`config.mk`:
```
export PLATFORM = sky130hd
export DESIGN_NAME = instr_queue_flat
export DESIGN_NICKNAME = d
export VERILOG_FILES = /design/src/rtl/cpu_pkg.sv /design/src/rtl/instr_queue_if.sv /design/src/rtl/instr_queue_ctrl.sv /design/src/rtl/instr_queue.sv /design/src/flat_wrapper.sv
export SDC_FILE = /design/constraint.sdc
export NUM_CORES = 1
export LEC_CHECK = 0
export CAP_MARGIN = 25
export CORE_ASPECT_RATIO = 0.7
export CORE_MARGIN = 10
export CORE_UTILIZATION = 51
export CTS_CLUSTER_SIZE = 12
export DETAILED_ROUTE_END_ITERATION = 8
export PLACE_DENSITY = 0.75
export SYNTH_ARGS = -nofsm -noshare
export SYNTH_HDL_FRONTEND = slang
export SYNTH_SLANG_ARGS = --single-unit
```
`constraint.sdc`:
```
create_clock -name clk -period 3.5 [get_ports clk]
set_input_delay 0.525 -clock clk [delete_from_list [all_inputs] [get_ports clk]]
set_output_delay 0.525 -clock clk [all_outputs]
set_load 0.02 [all_outputs]
```
`src/rtl/cpu_pkg.sv`:
```
// Shared fetch/decode definitions: instruction index and word widths and the fetch entry layout.
// Fetch, icache, instr_queue and decode all import this so entry layouts never drift.
package cpu_pkg;

   localparam int INDEX_W = 32;
   localparam int INSTR_W = 16;

   typedef struct packed {
      logic [INDEX_W-1:0] index;
      logic [INSTR_W-1:0] instr;
   } fetch_entry_t;

   function automatic int ptr_w(input int depth);
      return (depth > 1) ? $clog2(depth) : 1;
   endfunction

endpackage

```
`src/rtl/instr_queue_if.sv`:
```
// Valid/ready channel carrying one fetch entry; master drives valid/entry, slave drives ready.
// Used for both the fetch-to-queue push side and the queue-to-decode pop side.
interface instr_queue_if;
   import cpu_pkg::*;

   logic         valid;
   logic         ready;
   fetch_entry_t entry;

   modport master (output valid, output entry, input ready);
   modport slave  (input valid, input entry, output ready);

endinterface

```
`src/rtl/instr_queue_ctrl.sv`:
```
// Pointer/occupancy/flush control for instr_queue: push_ready from registered count, flush wins.
// With INSTR_QUEUE_BYPASS_EN an empty queue forwards the incoming entry straight to the head.
module instr_queue_ctrl
   import cpu_pkg::*;
#(
   parameter int DEPTH = 4,
   localparam int PW = ptr_w(DEPTH),
   localparam int CW = $clog2(DEPTH) + 1
) (
   input  logic          clk,
   input  logic          rst_n,
   input  logic          push_valid_i,
   input  logic          pop_ready_i,
   input  logic          flush_i,
   output logic          push_ready_o,
   output logic          pop_valid_o,
   output logic          bypass_o,
   output logic          wr_en_o,
   output logic [PW-1:0] wr_ptr_o,
   output logic [PW-1:0] rd_ptr_o,
   output logic [CW-1:0] count_o
);

   localparam logic [CW-1:0] FULL = CW'(DEPTH);

   logic [PW-1:0] wr_ptr_q, wr_ptr_d;
   logic [PW-1:0] rd_ptr_q, rd_ptr_d;
   logic [CW-1:0] count_q, count_d;
   logic          empty, push_fire, pop_fire, bypass_take, rd_adv;

   assign empty        = (count_q == '0);
   assign push_ready_o = (count_q != FULL);

`ifdef INSTR_QUEUE_BYPASS_EN
   assign bypass_o = empty & push_valid_i & ~flush_i;
`else
   assign bypass_o = 1'b0;
`endif

   assign pop_valid_o = ~empty | bypass_o;
   assign push_fire   = push_valid_i & push_ready_o;
   assign pop_fire    = pop_valid_o & pop_ready_i;
   assign bypass_take = bypass_o & pop_ready_i;
   // A bypassed entry consumed in the same cycle never touches storage.
   assign wr_en_o     = push_fire & ~flush_i & ~bypass_take;
   assign rd_adv      = pop_fire & ~empty & ~flush_i;

   always_comb begin
      wr_ptr_d = wr_ptr_q;
      rd_ptr_d = rd_ptr_q;
      count_d  = count_q;
      if (flush_i) begin
         wr_ptr_d = '0;
         rd_ptr_d = '0;
         count_d  = '0;
      end else begin
         if (wr_en_o) wr_ptr_d = wr_ptr_q + PW'(1);
         if (rd_adv)  rd_ptr_d = rd_ptr_q + PW'(1);
         case ({wr_en_o, rd_adv})
            2'b10:   count_d = count_q + CW'(1);
            2'b01:   count_d = count_q - CW'(1);
            default: count_d = count_q;
         endcase
      end
   end

   always_ff @(posedge clk or negedge rst_n) begin
      if (!rst_n) begin
         wr_ptr_q <= '0;
         rd_ptr_q <= '0;
         count_q  <= '0;
      end else begin
         wr_ptr_q <= wr_ptr_d;
         rd_ptr_q <= rd_ptr_d;
         count_q  <= count_d;
      end
   end

   assign wr_ptr_o = wr_ptr_q;
   assign rd_ptr_o = rd_ptr_q;
   assign count_o  = count_q;

endmodule

```
`src/rtl/instr_queue.sv`:
```
// Prefetch instruction FIFO between fetch/icache and decode; head visible 1 cycle after push.
// Backpressures fetch when full; flush empties it. INSTR_QUEUE_BYPASS_EN adds same-cycle bypass.
module instr_queue
   import cpu_pkg::*;
#(
   parameter int DEPTH = 4,
   localparam int PW = ptr_w(DEPTH),
   localparam int CW = $clog2(DEPTH) + 1
) (
   input  logic          clk,
   input  logic          rst_n,
   instr_queue_if.slave  push,
   instr_queue_if.master pop,
   input  logic          flush,
   output logic [CW-1:0] count
);

   fetch_entry_t  mem_q [DEPTH];
   logic          wr_en, bypass, pop_valid;
   logic [PW-1:0] wr_ptr, rd_ptr;

   instr_queue_ctrl #(.DEPTH(DEPTH)) u_ctrl (
      .clk          (clk),
      .rst_n        (rst_n),
      .push_valid_i (push.valid),
      .pop_ready_i  (pop.ready),
      .flush_i      (flush),
      .push_ready_o (push.ready),
      .pop_valid_o  (pop_valid),
      .bypass_o     (bypass),
      .wr_en_o      (wr_en),
      .wr_ptr_o     (wr_ptr),
      .rd_ptr_o     (rd_ptr),
      .count_o      (count)
   );

   always_ff @(posedge clk) begin
      if (wr_en) mem_q[wr_ptr] <= push.entry;
   end

   // Gate stale storage so an empty queue always presents zeros.
   assign pop.valid = pop_valid;
   assign pop.entry = bypass    ? push.entry    :
                      pop_valid ? mem_q[rd_ptr] : '0;

endmodule
```
`src/flat_wrapper.sv`:
```
// flat-port wrapper written by rule: the top's interface ports become plain ports
module instr_queue_flat import cpu_pkg::*;
#(
   parameter int DEPTH = 4,
   localparam int PW = ptr_w(DEPTH),
   localparam int CW = $clog2(DEPTH) + 1
)
  (clk, rst_n, flush, count, push_valid, push_entry, push_ready, pop_valid, pop_entry, pop_ready);
  instr_queue_if push_i ();
  instr_queue_if pop_i ();
  input  logic clk;
  input  logic rst_n;
  input  logic flush;
  output logic [CW-1:0] count;
  input wire logic [$bits(push_i.valid)-1:0] push_valid;
  input wire logic [$bits(push_i.entry)-1:0] push_entry;
  output wire logic [$bits(push_i.ready)-1:0] push_ready;
  output wire logic [$bits(pop_i.valid)-1:0] pop_valid;
  output wire logic [$bits(pop_i.entry)-1:0] pop_entry;
  input wire logic [$bits(pop_i.ready)-1:0] pop_ready;
  assign push_i.valid = push_valid;
  assign push_i.entry = push_entry;
  assign push_ready = push_i.ready;
  assign pop_valid = pop_i.valid;
  assign pop_entry = pop_i.entry;
  assign pop_i.ready = pop_ready;
  instr_queue #(.DEPTH(DEPTH)) u_core (.clk(clk), .rst_n(rst_n), .push(push_i), .pop(pop_i), .flush(flush), .count(count));
endmodule
```
# Word-level counts from Yosys, hierarchy flattened
# Memory sizes are Yosys's and may differ from the RTL's.
# Cells that the tools add are included.
dict set report op_classes {
  reduce_logical 4
  n_bitwise 7
  n_mux 9
  n_eq_ne 3
  add_sub_neg 4
}
# op n
set op_table {}
lappend op_table {{$mux W48} 1}
lappend op_table {{$mux W2} 4}
lappend op_table {{$pmux W3 S2} 1}
lappend op_table {{$and A1 B1 Y1} 5}
lappend op_table {{$add A2 B1 Y2 const B} 2}
lappend op_table {{$reduce_bool A2 Y1} 2}
lappend op_table {{$add A3 B1 Y3 const B} 1}
lappend op_table {{$logic_not A3 Y1} 1}
lappend op_table {{$mux W3} 1}
lappend op_table {{$ne A3 B3 Y1 const B} 1}
lappend op_table {{$reduce_bool A3 Y1} 1}
lappend op_table {{$sub A3 B1 Y3 const B} 1}
lappend op_table {{$eq A2 B1 Y1 const B} 1}
lappend op_table {{$eq A2 B2 Y1 const B} 1}
lappend op_table {{$mux W1} 2}
lappend op_table {{$not A1 Y1} 2}
dict set report word_totals {
  memories 1
  regBits 7
  elab_cells 31
  output_inout_bits 53
  ram_bits 192
}
# memory words width read_ports rd_clocked_by_memory_dff wr line_no
set memory_table {}
lappend memory_table {u_core.mem_q 4 48 1 0 1 instr_queue.sv:18} ;# fetch_entry_t mem_q [DEPTH];

# Depth between registers and ports, before layout
# Gate-level depths: netlist of the first run.
dict set report depth {
  word_depth 8
  depth_mapped 7
  ltp_nobuf 6
}

# Hierarchy
# A second synthesis of the first run with hierarchy kept.
dict set report unflattened {
  cells_unflattened 473
  hier_area_um2 8189.1
}
# module instances cells_per_inst area_per_inst_um2 seq_area_each_um2
set by_module_without_submodules {}
lappend by_module_without_submodules {instr_queue 1 417 7659.8 5765.5}
lappend by_module_without_submodules {instr_queue_ctrl 1 56 529.3 175.2}

# Least setup slack after synthesis of the first run
# No wires, ideal clock.
dict set report synth_timing {
  path_kind {reg2reg}
  start {register u_core.u_ctrl.count_q[1] (netlist: u_core.u_ctrl.count_o[1])}
  end {memory u_core.mem_q[0][0] (netlist bit), enable pin}
  arrival_ns 2.168
  setup_ns 0.410
  path_slack_ns 0.921
  required_time_ns 3.090
  stages_incl_launch_ff 5
  synth_period_minus_slack_ns 2.579
  cell_sequence {dfrtp_1 -> buf_2 -> nor3b_4 -> nor3_2 -> and2_1}
}
dict set report synth_via {
  elab_chain_len 5
}
# element line_no
set synth_lines {}
lappend synth_lines {{from (decl)} instr_queue_ctrl.sv:28} ;# logic [CW-1:0] count_q, count_d;
lappend synth_lines {{from (signal assigned)} instr_queue_ctrl.sv:75} ;# count_q <= count_d;
lappend synth_lines {{$ne A3 B3 Y1} instr_queue_ctrl.sv:32} ;# assign push_ready_o = (count_q != FULL);
lappend synth_lines {{$and A1 B1 Y1} instr_queue_ctrl.sv:41} ;# assign push_fire = push_valid_i & push_ready_o;
lappend synth_lines {{$and A1 B1 Y1} instr_queue_ctrl.sv:45} ;# assign wr_en_o = push_fire & ~flush_i & ~bypass_take;
lappend synth_lines {{$mux W1} instr_queue.sv:38} ;# if (wr_en) mem_q[wr_ptr] <= push.entry;
lappend synth_lines {{$mux W1 (implied by the code)} instr_queue.sv:38}
lappend synth_lines {{to (decl)} instr_queue.sv:18}
# No other way between the ends.

# Worst setup path after layout of the first run
dict set report layout_timing {
  start {register u_core.u_ctrl.rd_ptr_q[0] (netlist: u_core.u_ctrl.rd_ptr_o[0])}
  end {output port pop_entry[27]}
}
dict set report layout_via {
  elab_chain_len 2
}
# element line_no
set layout_lines {}
lappend layout_lines {{from (decl)} instr_queue_ctrl.sv:27} ;# logic [PW-1:0] rd_ptr_q, rd_ptr_d;
lappend layout_lines {{from (signal assigned)} instr_queue_ctrl.sv:74} ;# rd_ptr_q <= rd_ptr_d;
lappend layout_lines {{$mem_v2 Z4 W48} -}
lappend layout_lines {{$mux W48} instr_queue.sv:44} ;# pop_valid ? mem_q[rd_ptr] : '0;
lappend layout_lines {{to (decl)} flat_wrapper.sv:19} ;# output wire logic [$bits(pop_i.entry)-1:0] pop_entry;
# No other way between the ends.

==> results of run 1 <==
worst max-delay path: stages (launching register included):
cell and delay, ps:
sky130_fd_sc_hd__dfrtp_4 490, sky130_fd_sc_hd__buf_4 240, sky130_fd_sc_hd__mux4_2 360, sky130_fd_sc_hd__nor2b_1 320, sky130_fd_sc_hd__clkdlybuf4s50_1 680
per-stage QoR:
stage          total power [mW]  cells  worst slack [ps]
3_3_place_gp               4.14    662               790
5_1_grt                    6.26    694               361
4_1_cts                    6.07    694               452
2_1_floorplan              3.58    368               921
3_5_place_dp               4.16    662               682
6_report                   6.00    694               462
state kept, by name, indices dropped and copies added (netlist names):
register                count
u_core.mem_q              192
u_core.u_ctrl.rd_ptr_o      2
u_core.u_ctrl.count_o       3
u_core.u_ctrl.wr_ptr_o      2
final timing paths:
path | cells after the start | slack (ps) | start | end
setup / recovery | 4 | 460 | u_core.u_ctrl.rd_ptr_o[0] | pop_entry[27]
hold / removal | 1 | 370 | rst_n | u_core.u_ctrl.count_o[0]
setup reg to reg | 6 | 1160 | u_core.u_ctrl.count_o[0] | u_core.u_ctrl.count_o[1]
hold reg to reg | 2 | 650 | u_core.u_ctrl.wr_ptr_o[0] | u_core.u_ctrl.wr_ptr_o[0]
max in group asynchronous | 1 | 2860 | rst_n | u_core.u_ctrl.rd_ptr_o[0]
min in group clk | 2 | 650 | u_core.u_ctrl.wr_ptr_o[0] | u_core.u_ctrl.wr_ptr_o[0]
power groups by stage:
| stage | logic, mW | registers [mW] | clock network (mW) |
|---|---|---|---|
| after global placement | 1.34 | 2.80 | 0 |
| after CTS | 1.36 | 2.75 | 1.96 |
| after floorplan | 0.799 | 2.78 | 0 |
| final | 1.33 | 2.75 | 1.92 |
| after global routing | 1.43 | 2.76 | 2.06 |
| after detailed placement | 1.35 | 2.81 | 0 |
kinds of logic (layout without fill, tap and decap cells):
kind of cell	after synthesis	in the layout	share of synthesized area
flops	199	199	0.757
simple gates	69	69	0.0566
mux	49	49	0.139
buf+inv	27	158	0.0201
compound gates	16	16	0.0153
fa+ha+maj	5	5	0.00893
xor+xnor	3	3	0.00335
per-layer routing:
| layer | wire length [µm] | GRT usage | vias to the layer above |
|---|---|---|---|
| met4 | 70 | 0.0315 | 0 |
| li1 | - | - | 1723 |
| met5 | 0 | 0 | - |
| met1 | 6790 | 0.207 | 2017 |
| met3 | 1210 | 0.0538 | 8 |
| met2 | 7250 | 0.232 | 144 |
final cells by class:
type                            instances  area (µm²)  area share
Tap cell                              195         244      0.0250
Sequential cell                       199        5950       0.608
Inverter                                6        22.5     0.00230
Clock buffer                           17         425      0.0435
Multi-Input combinational cell        142        1760       0.180
Clock inverter                         15         161      0.0165
Timing Repair Buffer                  120        1210       0.124
placed cells by master, fill, tap and decap left out, drive strengths merged:
cell type,n
and2,4
nor3,3
bufinv,1
a2111oi,1
fa,1
edfxtp,192
ha,4
a311o,1
clkbuf,17
a211oi,1
o21ai,2
nor2,5
a21bo,1
dfrtp,7
clkinv,4
o2111ai,1
xor2,3
o31ai,1
mux4,48
inv,15
a21oi,3
mux2i,1
nand2,1
o21a,1
nor4bb,1
a31oi,2
o311ai,2
clkdlybuf4s50,105
nor4b,1
buf,15
or3b,1
nor3b,1
clkinvlp,1
nand3b,2
nand3,2
nor2b,48
==> results.txt, run 1 <==
----------------------------------------------------
[Run status]
  Status ... finished clean

[Clocking]
  Setup bufs post-CTS ... 0
  Clock buffer depth ... 2
  Insertion delay to the later sink of the worst-skew pair ... 420 ps
  Cell chosen for the clock root ... sky130_fd_sc_hd__clkbuf_16
  Hold buffers post-CTS ... 0
  CTS HTree Levels ... 4
  Post-cts sizing count ... 0
  Clock-pin slew on the worst setup and hold paths ... 70 ps
  Number of buffers added by the clock tree synthesis step ... 17
  Clock tree from TritonCTS ... yes
  Sink Count ... 199

[STA]
  Worst Hold Slack ... 365 ps
  Part of the cycle the worst path needs ... 0.868
  Count of final setup violators ... 0
  Relative slew slack ... 0.616
  Unrepaired setup endpoints after global routing ... false
  Worst-case clock skew ... between 10 and 15 ps
  Worst-Margin Slew ... 577 ps
  Top achievable clock speed ... 329 MHz
  Pins Over Slew Limit ... 0
  Final hold violation count ... 0
  Final setup TNS ... 0 ps
  Clock period minus worst slack ... 3040 ps

[Cells and area]
  Cell area after layout ... roughly 9800 µm²
  Area Overhead vs Synth ... 24.5%
  Number of nets in the final layout ... 544
  Filler cells ... 992
  Final core utilization ... 0.656
  Number of antenna repair diodes ... 0
  Fraction of final layout cells with drive strength greater than 1 ... 0.212

[Global routing]
  Pin count of the biggest net entering global routing ... 34
  First-pass GRT wire length ... 24100 µm
  Remaining Overflow, GRT ... 0
  Initial antenna violation count ... 0
  Vias in the first global route ... around 4200
  Global routing usage summed across all routing layers ... 0.151

[Power and ir drop]
  Internal power contribution ... 4.38 mW
  Leakage power figure ... 3.11 nW
  Switching share of power ... 0.271
  Worst vdd rail ir drop ... between 0.3 and 0.4 mV
  Clock group share of total power ... 0.319
  Power per cell area ... 614 nW/µm²
  Sequential share of power ... 0.458
  Relative contribution of combinational cells to total power ... 0.222
  Reported net switching power ... 1.62 mW

[Hold path]
  Tightest Hold Check Type ... in -> async

[Floorplan]
  Area of the core ... between 10000 and 15000 µm²
  Starting utilization of the core area ... 0.527
  Io pins ... 106
  Die width ... 168 µm
  Die ar. ... ~21000 µm²
  Die height ... about 120 µm
  Cell row count ... 37

[Placed design]
  Input/output buffers ... between 100 and 150
  Cell area reported after detailed placement ... 9190 µm²
  Post-detail-place hpwl ... 9760 µm
  Routability Congestion ... 0.718

[Logic synthesis]
  Sequential share of the synthesized area ... 0.757
  Number of unique standard cell types used by synthesis ... 38
  Total of flip-flops plus latches after synthesis ... 199
  Post-Synthesis Cells ... 368
  Post-synth top area share ... 0.734
  Synthesized area per cell ... 21.3 µm²
  Netlist area before placement ... about 7900 µm²
  Count of flip-flops with a built-in enable after synthesis ... roughly 190
  Most common flop cell mapped by yosys ... sky130_fd_sc_hd__edfxtp_1
  Proportion of register bits with asynchronous set or reset after synthesis ... 0.0352
  Synth area leaders ... sky130_fd_sc_hd__edfxtp_1, sky130_fd_sc_hd__mux4_2, sky130_fd_sc_hd__nor2b_1, sky130_fd_sc_hd__dfrtp_1, sky130_fd_sc_hd__buf_6
  Cell with the most instances after synthesis ... sky130_fd_sc_hd__edfxtp_1
  Commonest cells post-synth ... sky130_fd_sc_hd__edfxtp_1, sky130_fd_sc_hd__mux4_2, sky130_fd_sc_hd__nor2b_1
  Cell taking the most area after synthesis ... sky130_fd_sc_hd__edfxtp_1
  Mapped Nets ... 426
  Number of warning messages in the yosys log ... 0

[Detailed routing]
  Detailed-route vias per instance ... 5.61
  Average routed wire per standard cell ... 22.1 µm
  Count of TritonRoute iterations in the first routing pass ... 4
  Number of remaining DRC errors ... 0
  Via count ... ~4000
  ANT nets after route ... 0
  Total Wirelength ... 15300 µm
  Iteration-0 DRC Markers ... 294

[Critical path]
  Endpoint type of the worst setup path ... output pin
  Startpoint types ... flip-flop
  Path type of the worst setup path ... reg -> out
  Arr. time, crit path ... between 2000 and 3000 ps
  Worst-path fanout max ... 17
  Critical path data required time ... 2970 ps

[Job]
  Max_cap viols ... 0

----------------------------------------------------
(Power assumes the default switching activity.)
==> run 2, diff against run 1 <==
Settings changed: TNS_END_PERCENT from default to 1.
==> results of run 2 <==
No change in the layout: final DEF, timing and power equal those of run 1.
==> run 3, diff against run 2 <==
Settings changed: DONT_BUFFER_PORTS from default to 1, PLACE_DENSITY 0.75 to 0.66.
==> run 3 against run 2 <==
Net effect: cell area down 11%; cell count shrank 16%; routed wire length down 4.7%; utilization shrank 7.0 points; worst hold slack got worse by 210 ps; critical path depth down 1; die area did not move; via count is 11% lower.
==> results.txt, run 3 (synthesized netlist as in run 1, its figures left out) <==
----------------------------------------------------
[STA]
  Final hold violation count ... 0 (unchanged)
  Count of final setup violators ... 0 (unchanged)
  Relative slew slack ... 0.445 (-0.170)
  Worst Hold Slack ... 154 ps (-211 ps)
  Pins Over Slew Limit ... 0 (unchanged)
  Part of the cycle the worst path needs ... 0.821 (-0.0467)
  Worst-Margin Slew ... 832 ps (+255 ps)
  Top achievable clock speed ... 348 MHz (+5.7%)
  Clock period minus worst slack ... 2870 ps (-164 ps)
  Unrepaired setup endpoints after global routing ... false
  Final setup TNS ... 0 ps (unchanged)
  Worst-case clock skew ... 8.78 ps (-2.09 ps)

[Cells and area]
  Number of antenna repair diodes ... 0 (unchanged)
  Biggest register ... u_core.mem_q
  Filler cells ... 1092 (+10%)
  Top library cells by usage in the layout, fill and taps aside ... sky130_fd_sc_hd__edfxtp_1, sky130_fd_sc_hd__mux4_2, sky130_fd_sc_hd__nor2b_1, sky130_fd_sc_hd__clkbuf_16
  Most frequent standard cell in the layout excluding fill and tap cells ... sky130_fd_sc_hd__edfxtp_1
  Largest register FFs ... 192 (unchanged)
  Fraction of final layout cells with drive strength greater than 1 ... 0.256 (+0.0440)
  Number of nets in the final layout ... 435 (-20%)
  Area Overhead vs Synth ... 11.2%

[Power and ir drop]
  Worst vdd rail ir drop ... 0.367 mV (+5.9%)
  Relative contribution of combinational cells to total power ... 0.151 (-0.071)
  Internal power contribution ... 4.21 mW (-3.8%)
  Switching share of power ... 0.259 (-0.0121)
  Leakage power figure ... 2.70 nW (-13%)
  Power per cell area ... 651 nW/µm² (+6.0%)
  Clock group share of total power ... 0.353 (+0.034)
  Reported net switching power ... 1.47 mW (-9.6%)
  Sequential share of power ... 0.496 (+0.038)

[Clocking]
  Cell chosen for the clock root ... sky130_fd_sc_hd__clkbuf_16
  Number of buffers added by the clock tree synthesis step ... 17 (unchanged)
  Insertion delay to the later sink of the worst-skew pair ... 420 ps (about the same)
  Clock-pin slew on the worst setup and hold paths ... 70 ps (about the same)
  Setup bufs post-CTS ... 0 (unchanged)
  Clock buffer depth ... 2 (unchanged)
  Sink Count ... 199 (unchanged)
  Post-cts sizing count ... 0 (unchanged)
  CTS HTree Levels ... 4 (unchanged)
  Clock tree from TritonCTS ... yes

[Placed design]
  Routability Congestion ... 0.696 (-3.1%)
  Post-detail-place hpwl ... 9230 µm (-5.5%)
  Input/output buffers ... 0 (-100%)

[Hold path]
  Startpoint of the most critical hold path ... flush
  Worst hold endpoint ... u_core.u_ctrl.rd_ptr_o[1]
  Tightest Hold Check Type ... in -> reg
  Instance count along the most critical hold path ... 1

[Detailed routing]
  Number of remaining DRC errors ... 0 (unchanged)
  Via count ... 3458 (-11%)
  Detailed-route vias per instance ... 5.91 (+5.4%)
  ANT nets after route ... 0 (unchanged)
  Total Wirelength ... 14600 µm (-4.7%)
  Average routed wire per standard cell ... 25.0 µm (+13%)
  Iteration-0 DRC Markers ... 247 (-16%)
  Count of TritonRoute iterations in the first routing pass ... 4 (unchanged)

[Global routing]
  Initial antenna violation count ... 0 (unchanged)
  First-pass GRT wire length ... 22600 µm (-6.3%)
  Global routing usage summed across all routing layers ... 0.146 (-0.00480)
  Vias in the first global route ... 3721 (-12%)
  Pin count of the biggest net entering global routing ... 31 (-8.8%)
  Remaining Overflow, GRT ... 0 (unchanged)

[Critical path]
  Critical path data required time ... 2970 ps (about the same)
  Capture point of the worst reg-to-reg path ... u_core.mem_q[3][6]
  Crit Reg-Reg Startpoint ... u_core.u_ctrl.count_o[0]
  Arr. time, crit path ... 2350 ps (-160 ps)
  Endpoint type of the worst setup path ... output pin
  Path type of the worst setup path ... reg -> out
  Startpoint types ... flip-flop
  R2R setup slack ... 1000 ps (-160 ps)
  Worst-case reg-to-reg path depth ... 4 (-2)
  Worst-path fanout max ... 30 (+13)

[Job]
  Max_cap viols ... 0 (unchanged)

[Floorplan]
  Starting utilization of the core area ... 0.527 (unchanged)
  Cell row count ... 37 (unchanged)
  Area of the core ... 14900 µm² (unchanged)
  Die width ... 168 µm (unchanged)
  Io pins ... 106 (unchanged)
  Die ar. ... 20800 µm² (unchanged)
  Die height ... 124 µm (unchanged)

[Run status]
  Status ... finished clean

----------------------------------------------------
-- run 3: changes by cell type in the layout (fill, tap and decap cells not counted), sizes merged, moves of 2 or more --
cell           previous run  this run
clkbuf                   17        20
inv                      15        11
buf                      15        10
bufinv                    1         3
clkdlybuf4s50           105         0
-- run 3: repair_timing --
item                                    in CTS  in global routing
hold endpoints to repair                     7                  0
hold buffers                                 1                  0
endpoints found under the setup margin       0                  0
-- run 3: power by group through the flow --
stage / Clock [mW] / Sequential, mW / Combinational, mW
finish: 2.01 / 2.82 / 0.856
global route: 2.15 / 2.83 / 0.931
CTS: 2.05 / 2.82 / 0.885
detailed placement: 0 / 2.88 / 0.878
global placement: 0 / 2.87 / 0.870
floorplan: 0 / 2.78 / 0.799
-- run 3: routing by layer --
metal,vias up,global-route usage,part of all wire,routed length (µm)
met5,-,0,0,0
met4,0,0.0618,0.017,247
met3,19,0.0828,0.12,1720
met2,122,0.226,0.48,7030
met1,1811,0.166,0.38,5610
li1,1506,-,-,-
-- run 3: cell type report --
class / instances / area [µm²] / area share
timing repair buffer: 11 / 135 / 0.0155
inverter: 6 / 22.5 / 0.00258
tap: 195 / 244 / 0.0279
sequential: 199 / 5950 / 0.681
multi-input combinational: 142 / 1760 / 0.202
clock buffer: 20 / 457 / 0.0523
clock inverter: 12 / 164 / 0.0188
-- run 3: worst max-delay path: stages (launching register included) --
cell and delay [ps]:
sky130_fd_sc_hd__dfrtp_4 840, sky130_fd_sc_hd__buf_12 290, sky130_fd_sc_hd__mux4_2 540, sky130_fd_sc_hd__nor2b_1 220
-- run 3: through the flow --
step	cell area [µm²]	setup WS [ps]	utilization	power (mW)	instances
floorplan	7850	921	-	3.58	368
global placement	8100	967	0.543	3.74	552
detailed placement	8100	946	0.543	3.75	552
CTS	8730	541	0.586	5.76	585
global route	8730	444	0.586	5.91	585
finish	8730	625	0.586	5.68	585
-- run 3: how the worst max path moves through the flow --
stage,cells past startpoint,slack [ps],startpoint,endpoint
final,3,630,u_core.u_ctrl.rd_ptr_o[0],pop_entry[43]
after global routing,3,440,u_core.u_ctrl.rd_ptr_o[0],pop_entry[43]
after CTS,3,540,u_core.u_ctrl.rd_ptr_o[0],pop_entry[43]
after detailed placement,4,950,u_core.u_ctrl.count_o[0],u_core.mem_q[2][18]
after global placement,4,970,u_core.u_ctrl.count_o[0],u_core.mem_q[2][18]
after floorplan,4,920,u_core.u_ctrl.count_o[1],u_core.mem_q[0][0]
